`config.mk`:
```
export PLATFORM = sky130hd
export DESIGN_NAME = seg_scan_ctrl
export DESIGN_NICKNAME = d
export VERILOG_FILES = /design/src/rtl/seg_pkg.sv /design/src/rtl/seg_scan_ctrl_hex7seg.sv /design/src/rtl/seg_scan_ctrl.sv
export SDC_FILE = /design/constraint.sdc
export NUM_CORES = 1
export LEC_CHECK = 0
export BUFFER_PORTS_ARGS = -buffer_cell sky130_fd_sc_hd__buf_2
export CORE_MARGIN = 4
export CORE_UTILIZATION = 45
export DETAILED_ROUTE_END_ITERATION = 12
export HOLD_SLACK_MARGIN = 0.03
export PLACE_DENSITY = 0.66
export SETUP_SLACK_MARGIN = 0.1
export SYNTH_ARGS = -nofsm -noshare
export SYNTH_HDL_FRONTEND = slang
export SYNTH_SLANG_ARGS = --single-unit
```
`constraint.sdc`:
```
create_clock -name clk -period 3.1 [get_ports clk]
set_clock_uncertainty 0.05 [all_clocks]
set_input_delay 0 -clock clk [delete_from_list [all_inputs] [get_ports clk]]
set_output_delay 0 -clock clk [all_outputs]
set_load 0.005 [all_outputs]
```
`src/rtl/seg_pkg.sv`:
```
// Shared constants and types for the seven-segment scan controller.
package seg_pkg;

   localparam logic [6:0] SEG_BLANK = 7'h7F;
   localparam logic [3:0] AN_OFF    = 4'hF;

   typedef logic [1:0] digit_t;

   typedef enum logic {
      ST_BLANK = 1'b0,
      ST_ON    = 1'b1
   } slot_state_t;

   // Active-low glyphs, bit 0 = segment a ... bit 6 = segment g.
   localparam logic [6:0] SEG_TABLE [16] = '{
      7'h40, 7'h79, 7'h24, 7'h30,   // 0 1 2 3
      7'h19, 7'h12, 7'h02, 7'h78,   // 4 5 6 7
      7'h00, 7'h10, 7'h08, 7'h03,   // 8 9 A b
      7'h46, 7'h21, 7'h06, 7'h0E    // C d E F
   };

endpackage

```
`src/rtl/seg_scan_ctrl_hex7seg.sv`:
```
// Combinational nibble to active-low seven-segment glyph decoder.
module hex7seg
   import seg_pkg::*;
(
   input  logic [3:0] i_nib,
   output logic [6:0] o_seg
);

   // Table lookup of the glyph for the selected nibble.
   always_comb begin
      o_seg = SEG_TABLE[i_nib];
   end

endmodule

```
`src/rtl/seg_scan_ctrl.sv`:
```
// Four-digit seven-segment scan controller with frame-synchronous shadow load.
//
//  state    | meaning
//  ---------+-----------------------------------------------
//  ST_BLANK | first BLANK_CYC cycles of a slot, anodes off
//  ST_ON    | remainder of the slot, selected digit driven
module seg_scan_ctrl
   import seg_pkg::*;
#(
   parameter int TICK_DIV    = 3000,
   parameter int BLANK_CYC   = 16,
   parameter int LZ_SUPPRESS = 1
) (
   input  logic       clk,
   input  logic       rst_n,
   input  logic       wr_en,
   input  logic [7:0] wr_data,
   input  logic       clr,
   output digit_t     sel,
   output logic [3:0] an,
   output logic [6:0] seg,
   output logic       frame_done
);

   localparam int              CW        = (TICK_DIV > 2) ? $clog2(TICK_DIV) : 1;
   localparam logic [CW-1:0]   CNT_MAX   = CW'(TICK_DIV - 1);
   localparam logic [CW-1:0]   BLANK_LIM = CW'(BLANK_CYC);
   localparam slot_state_t     ST_RESET  = (BLANK_CYC == 0) ? ST_ON : ST_BLANK;

   logic [CW-1:0] r_cnt;
   logic [CW-1:0] w_cnt_nxt;
   digit_t        r_sel;
   slot_state_t   r_state;
   slot_state_t   w_state_nxt;
   logic [15:0]   r_pending;
   logic [15:0]   r_shadow;
   logic          w_tc;
   logic          w_wrap;
   logic [3:0]    w_nib;
   logic [6:0]    w_glyph;
   logic          w_lz_blank;

   // Slot counter next value and the BLANK/ON state that goes with it.
   always_comb begin
      w_tc        = (r_cnt == CNT_MAX);
      w_wrap      = w_tc && (r_sel == 2'd3);
      w_cnt_nxt   = w_tc ? '0 : r_cnt + 1'b1;
      w_state_nxt = (w_cnt_nxt < BLANK_LIM) ? ST_BLANK : ST_ON;
   end

   // Slot counter, digit index and FSM state register.
   always_ff @(posedge clk or negedge rst_n) begin
      if (!rst_n) begin
         r_cnt   <= '0;
         r_sel   <= '0;
         r_state <= ST_RESET;
      end else begin
         r_cnt   <= w_cnt_nxt;
         r_state <= w_state_nxt;
         if (w_tc) r_sel <= r_sel + 2'd1;
      end
   end

   // Pending byte-shift buffer and frame-boundary shadow transfer; clr beats wr_en.
   always_ff @(posedge clk or negedge rst_n) begin
      if (!rst_n) begin
         r_pending  <= '0;
         r_shadow   <= '0;
         frame_done <= 1'b0;
      end else begin
         frame_done <= w_wrap;
         if (w_wrap) r_shadow <= r_pending;
         if (clr)        r_pending <= '0;
         else if (wr_en) r_pending <= {r_pending[7:0], wr_data};
      end
   end

   // Leading-zero blanking of the digit currently selected.
   always_comb begin
      w_lz_blank = 1'b0;
      if (LZ_SUPPRESS != 0) begin
         case (r_sel)
            2'd1:    w_lz_blank = (r_shadow[15:4]  == 12'h000);
            2'd2:    w_lz_blank = (r_shadow[15:8]  == 8'h00);
            2'd3:    w_lz_blank = (r_shadow[15:12] == 4'h0);
            default: w_lz_blank = 1'b0;
         endcase
      end
   end

   assign w_nib = r_shadow[{r_sel, 2'b00} +: 4];
   assign sel   = r_sel;

   hex7seg u_hex7seg (
      .i_nib (w_nib),
      .o_seg (w_glyph)
   );

   // Registered anode and segment drive, one cycle behind sel and state.
   always_ff @(posedge clk or negedge rst_n) begin
      if (!rst_n) begin
         an  <= AN_OFF;
         seg <= SEG_BLANK;
      end else if ((r_state == ST_BLANK) || w_lz_blank) begin
         an  <= AN_OFF;
         seg <= SEG_BLANK;
      end else begin
         an  <= ~(4'b0001 << r_sel);
         seg <= w_glyph;
      end
   end

endmodule

```
==> results.py, run 1 <==
metrics = {
    "global_route": {
        "grt_usage": 0.156,
        "grt_pass1_vias": 1834,
        "antenna_found_initial": 0,
        "grt_max_degree": 39,
        "grt_overflow": 0,
        "grt_first_pass_wirelength_mm": 8.87,
    },
    "run": {
        "maxCapViolCount": 0,
    },
    "worst_setup_path": {
        "slowest_delay_ns": 0.49,
        "endpoint_kind": "register",
        "worst-setup-path-type": "register to register",
        "critPathBufInv": 0,
        "path_depth": 5,
        "startpoint_type": "register",
        "path_max_fanout": 17,
        "r2r_cells": 5,
        "crit_chain": "ha_1 -> nand3_2 -> nor4_4 -> nand2_1 -> mux2_2",
        "cpLargestDelayFamily": "simple AND/OR/NAND/NOR gates",
        "startpoint": "r_cnt[0]",
        "slowest_stage": "nand2_1",
        "critPathArrivalTime_ns": 2.58,
        "r2r_start": "r_cnt[0]",
        "worst_ep_required_time_ns": 3.26,
    },
    "floorplan": {
        "io_pins": 26,
        "std_cell_rows": 28,
        "core_area_um2": 5960,
        "die_y_um": 86.6,
        "start_util": 0.467,
        "die-area_um2": 7500,
        "die_w_um": 86.6,
    },
    "pwr": {
        "ir_worst_vdd_v": 0.000309,
        "pwr_density_cell_nw_per_um2": 462,
        "p_leak_nw": 1.60,
    },
    "synth": {
        "avgSynthCellArea_um2": 11.7,
        "ys_seq_elements": 59,
        "synth.distinct_cells": 42,
        "seq_area_frac_synth": 0.536,
        "synthFlopType": "dfrtp_1",
        "synth.net_count": 261,
        "syn_inst": 237,
        "ys_warn_count": 0,
        "netlist.area_leader.share": 0.432,
        "synth-edff-count": 0,
        "synth_area_leader_cell": "dfrtp_1",
        "synthTopCellsByArea": "dfrtp_1 (43%), dfstp_2 (10%), mux2_2 (6.5%)",
        "netlist_area_um2": 2780,
        "async_flop_share": 1.00,
    },
    "hold_path": {
        "holdPathStages": 3,
        "hold_start": "wr_en",
        "hp-class": "input pin to register",
    },
    "sta": {
        "setup_viol": 0,
        "hold_violations": 0,
        "rsz0062_at_grt": "no",
        "worstMarginPinSlew_ns": 0.816,
        "period_needed_ns": 2.42,
        "timing.final.crit_share": 0.780,
        "drv_slew": 0,
        "setup_tns_ns": 0,
        "fmax_ghz": 0.413,
        "whs_ns": 0.144,
        "relSlewSlack": 0.456,
    },
    "place": {
        "place_congestion": 0.823,
        "io_buffers": 25,
        "dp_hpwl_mm": 3.42,
    },
    "finish": {
        "nets": 306,
        "diodes": 0,
        "mostFrequentLayoutCell": "dfrtp_1",
        "area_growth_pct": 20.5,
        "drive_above_1_share": 0.272,
        "mostFrequentLayoutCells": "dfrtp_1 (48), nor2_1 (28), buf_2 (25), dlygate4sd3_1 (18), mux2i_1 (17)",
    },
    "clocking": {
        "clock_sinks": 59,
        "cts_hold_buf": 18,
        "cts_htree_levels": 3,
        "tritoncts": "built",
        "clock_latency_ns": 0.34,
        "clkSlewWorstSetupHoldPaths_ns": 0.08,
        "post-cts-setup-buffers": 0,
        "cts-buffers-inserted": 9,
        "clk_path_buf_depth": 2,
        "cts.repair.resized": 0,
        "clk_root_buffer_cell": "clkbuf_8",
    },
    "route": {
        "antenna_left": 0,
        "routedWlPerCell_um": 14.0,
        "viasPerCell": 5.19,
        "route.detailed.drc": 0,
        "routed_wl_mm": 5.08,
        "drt_pass1_iterations": 4,
        "num_vias": 1879,
        "drt_iter0_drc": 71,
    },
    "status": {
        "outcome": "finished clean",
    },
}
## final cells by class
| class | count | area [µm²] |
|---|---|---|
| inverters | 9 | 33.8 |
| repair buffers | 45 | 320 |
| clock buffers | 9 | 124 |
| multi-input cells | 158 | 1210 |
| flip-flops and latches | 59 | 1490 |
| fillers | 520 | 2610 |
| clock inverters | 7 | 78.8 |
| well taps | 75 | 93.8 |
## per-stage QoR
| step | power (mW) | util | cell area, µm² | worst slack, ns | cells |
|---|---|---|---|---|---|
| floorplan | 0.821 | - | 2780 | 0.972 | 237 |
| global placement | 0.848 | 0.498 | 2970 | 0.733 | 328 |
| detailed placement | 0.849 | 0.498 | 2970 | 0.674 | 328 |
| CTS | 1.56 | 0.562 | 3350 | 0.674 | 362 |
| global route | 1.62 | 0.562 | 3350 | 0.531 | 362 |
| finish | 1.55 | 0.562 | 3350 | 0.681 | 362 |
## report_power, final
group,total [mW],internal [mW],switching (mW)
logic,0.0642,0.0319,0.0323
clock network,0.695,0.374,0.321
registers,0.787,0.780,0.00743
## worst register-to-register path: stages, from the launching register on
cell and delay, ns:
dfrtp_1 0.43, ha_1 0.29, nand3_2 0.17, nor4_4 0.43, nand2_1 0.49, mux2_2 0.44
## logic make-up (layout without fill, tap and decap cells)
kind of cell    Yosys count  in the layout  synth area share
compound gates           31             31            0.0720
xor+xnor                  7              7            0.0221
fa+ha+maj                12             12            0.0540
buf+inv                  20             70            0.0293
flops                    59             59             0.536
mux                      37             37             0.158
simple gates             71             71             0.128
## registers in the layout, indices dropped and copies added, names as in the netlist
| name | cells |
|---|---|
| r_cnt | 12 |
| frame_done | 1 |
| r_pending | 16 |
| sel | 2 |
| an | 4 |
| r_state | 1 |
| seg | 7 |
| r_shadow | 16 |
## final timing paths
check | end | slack (ns)
setup / recovery | r_shadow[14] | 0.68
hold / removal | r_pending[8] | 0.14
setup reg to reg | r_shadow[14] | 0.68
hold reg to reg | r_shadow[15] | 0.46
max in group asynchronous | r_pending[14] | 1.95
min in group asynchronous | r_shadow[12] | 0.24
## synthesized netlist by cell type, types with 5 or more instances
master   count
nand2_1     14
dfrtp_1     48
mux2i_1     17
buf_2        5
o21ai_0      7
nand3_1      5
inv_1        9
xor2_1       5
ha_1        12
a21oi_1      8
nor2_1      28
dfstp_2     11
mux2_2      16
## layer usage
| metal | global-route usage | up-vias | share of wire |
|---|---|---|---|
| met3 | 0.0485 | 9 | 0.047 |
| met5 | 0 | - | 0 |
| li1 | - | 928 | - |
| met1 | 0.218 | 905 | 0.49 |
| met4 | 0.0722 | 0 | 0.019 |
| met2 | 0.223 | 37 | 0.45 |
No activity file was read; power rests on OpenSTA's default activity.
==> run 2: changes to the inputs <==
Settings changed: ABC_AREA set to 1.
Clock period 3.1 ns to 2.4 ns, I/O delays scaled along.
==> run 2 against run 1 <==
Against the previous run: design area increased by 6.2%; global-route usage up 1.1 points; non-clock buffer count did not move; register-to-register slack worse by 0.26 ns; critical endpoint is now seg[2]; largest power group unchanged.
==> results.py, run 2 <==
metrics = {
    "pwr": {
        "p_switching_mw": 0.414,
        "combPwrFrac": 0.036,
        "power_frac_clock": 0.453,
        "pwr_density_cell_nw_per_um2": 560,
        "netSwitchingFraction": 0.208,
        "p_total_mw": 1.99,
        "ir_worst_vdd_v": 0.000316,
        "p_int_mw": 1.58,
        "power_frac_seq": 0.511,
        "p_leak_nw": 1.85,
    },
    "worst_setup_path": {
        "cp-endpoint": "seg[2]",
        "critPathArrivalTime_ns": 2.17,
        "crit_chain": "ha_1 -> inv_1 -> nand2_1 -> a21boi_2 -> nand2_1",
        "startpoint_type": "register",
        "cpMostUsedCell": "nand2_1",
        "slowest_delay_ns": 0.56,
        "r2r_end": "seg[2]",
        "worst-setup-path-type": "register to register",
        "slowest_stage": "dfrtp_1",
        "path_max_fanout": 12,
        "r2r_start": "sel[0]",
        "startpoint": "sel[0]",
        "worst_ep_required_time_ns": 2.59,
        "endpoint_kind": "register",
        "r2r_cells": 5,
        "reg2reg_slack_ns": 0.42,
    },
    "finish": {
        "diodes": 0,
        "n_fill_cell": 602,
        "drive_above_1_share": 0.163,
        "mostFrequentLayoutCells": "nand2_1 (110), inv_1 (50), dfrtp_1 (48), o21ai_0 (40), nand3_1 (31)",
        "area_growth_pct": 18.4,
        "nets": 437,
        "mostFrequentLayoutCell": "nand2_1",
        "multi_input_area_um2": 1240,
        "register_area_um2": 1490,
        "reg_top3": "r_pending x16, r_shadow x16, r_cnt x12",
    },
    "synth": {
        "synth_top_family_by_area": "simple AND/OR/NAND/NOR gates",
        "async_flop_share": 1.00,
        "synth.distinct_cells": 31,
        "synth_xor_area_frac": 0.00583,
        "syn_inst": 363,
        "netlist_area_um2": 3000,
        "synth_area_leader_cell": "dfrtp_1",
        "avgSynthCellArea_um2": 8.28,
        "synthFlopType": "dfrtp_1",
        "ys_seq_elements": 59,
        "seq_area_frac_synth": 0.496,
        "synth.net_count": 387,
        "synth-simple-area-share": 0.274,
        "synthAdderAreaFrac": 0.0500,
        "synth_compound_gate_area_share": 0.0820,
        "synth_commonest_cells": "nand2_1 (110), inv_1 (50), dfrtp_1 (48)",
        "netlist.area_leader.share": 0.400,
        "synth_most_common_cell": "nand2_1",
        "synth-edff-count": 0,
        "muxShareOfSynthArea": 0,
        "ys_warn_count": 0,
        "synthTopCellsByArea": "dfrtp_1 (40%), nand2_1 (14%), dfstp_2 (9.6%)",
    },
    "route": {
        "antenna_left": 0,
        "route.detailed.drc": 0,
        "routedWlPerCell_um": 12.6,
        "drt_iter0_drc": 114,
        "drt_pass1_iterations": 4,
        "viasPerCell": 4.93,
        "routed_wl_mm": 6.22,
        "num_vias": 2442,
    },
    "sta": {
        "setup_tns_ns": 0,
        "setup_viol": 0,
        "period_needed_ns": 1.98,
        "drv_slew": 0,
        "timing.final.crit_share": 0.826,
        "hold_violations": 0,
        "whs_ns": 0.0961,
        "rsz0062_at_grt": "no",
        "worstMarginPinSlew_ns": 0.720,
        "relSlewSlack": 0.520,
        "fmax_ghz": 0.504,
    },
    "floorplan": {
        "die_y_um": 89.7,
        "die-area_um2": 8050,
        "core_area_um2": 6420,
        "die_w_um": 89.7,
        "start_util": 0.468,
        "io_pins": 26,
        "std_cell_rows": 29,
    },
    "global_route": {
        "grt_pass1_vias": 2378,
        "antenna_found_initial": 0,
        "grt_max_degree": 60,
        "grt_overflow": 0,
        "grt_first_pass_wirelength_mm": 10.9,
        "grt_usage": 0.167,
    },
    "clocking": {
        "clk_root_buffer_cell": "clkbuf_8",
        "clock_latency_ns": 0.33,
        "clock_sinks": 59,
        "cts-buffers-inserted": 9,
        "cts_htree_levels": 3,
        "clkSlewWorstSetupHoldPaths_ns": 0.06,
        "tritoncts": "built",
        "cts.repair.resized": 0,
        "clk_path_buf_depth": 2,
    },
    "place": {
        "io_buffers": 25,
        "place_congestion": 0.847,
        "dp_hpwl_mm": 4.40,
    },
    "hold_path": {
        "hp-class": "input pin to register",
        "holdPathStages": 4,
    },
    "status": {
        "outcome": "finished clean",
    },
    "run": {
        "maxCapViolCount": 0,
    },
}
-- run 2: layout make-up --
class,instances,share of cell area
flip-flops and latches,59,0.419
clock inverters,2,0.00985
inverters,54,0.0591
repair buffers,45,0.0908
multi-input cells,244,0.348
well taps,77,0.0271
clock buffers,14,0.0457
-- run 2: metal layers --
metal	GRT usage	routed length, µm	up-vias
met4	0.0511	67	0
met2	0.264	2950	49
met1	0.225	2930	1139
met5	0	0	-
li1	-	-	1246
met3	0.0459	267	8
-- run 2: kinds of logic after synthesis --
family,after synthesis
AOI/OAI and AO/OA,46
xor gates and xnor gates,2
adders and majority gates,12
buffers and inverters,60
DFF,59
and+or+nand+nor,184
-- run 2: worst min-delay path by stage --
stage	slack, ns	end	start
6_report	0.1	r_pending[15]	wr_en
3_3_place_gp	0.14	r_shadow[10]	rst_n
2_1_floorplan	-0.35	frame_done	rst_n
3_5_place_dp	0.15	r_shadow[10]	rst_n
4_1_cts	0.08	r_pending[15]	wr_en
5_1_grt	0.14	r_pending[11]	wr_en
-- run 2: stage by stage --
| stage | instance area [µm²] | util | cells | setup WS [ns] |
|---|---|---|---|---|
| 2_1_floorplan | 3000 | - | 363 | 0.737 |
| 3_3_place_gp | 3170 | 0.493 | 460 | 0.490 |
| 3_5_place_dp | 3170 | 0.493 | 460 | 0.418 |
| 4_1_cts | 3560 | 0.554 | 495 | 0.414 |
| 5_1_grt | 3560 | 0.554 | 495 | 0.149 |
| 6_report | 3560 | 0.554 | 495 | 0.417 |
-- run 2: repair_timing --
item	in CTS	in global routing
setup buffers	0	0
hold buffers	19	0
endpoints found under the hold margin	64	0
-- run 2: critical path: cells and delay by family, from the launching register on --
family / cells / cell delay, ns
flip-flops: 1 / 0.56
AND/OR/NAND/NOR: 2 / 0.25
adder cells (fa/ha/maj): 1 / 0.31
AO/OA/AOI/OAI: 1 / 0.36
buffers and inverters: 1 / 0.36
-- run 2: power by group through the flow --
stage | Clock (mW) | Sequential [mW] | Combinational (mW)
2_1_floorplan | 0 | 1.03 | 0.0181
3_3_place_gp | 0 | 1.03 | 0.0520
3_5_place_dp | 0 | 1.03 | 0.0531
4_1_cts | 0.928 | 1.02 | 0.0740
5_1_grt | 0.983 | 1.02 | 0.0853
6_report | 0.901 | 1.02 | 0.0725
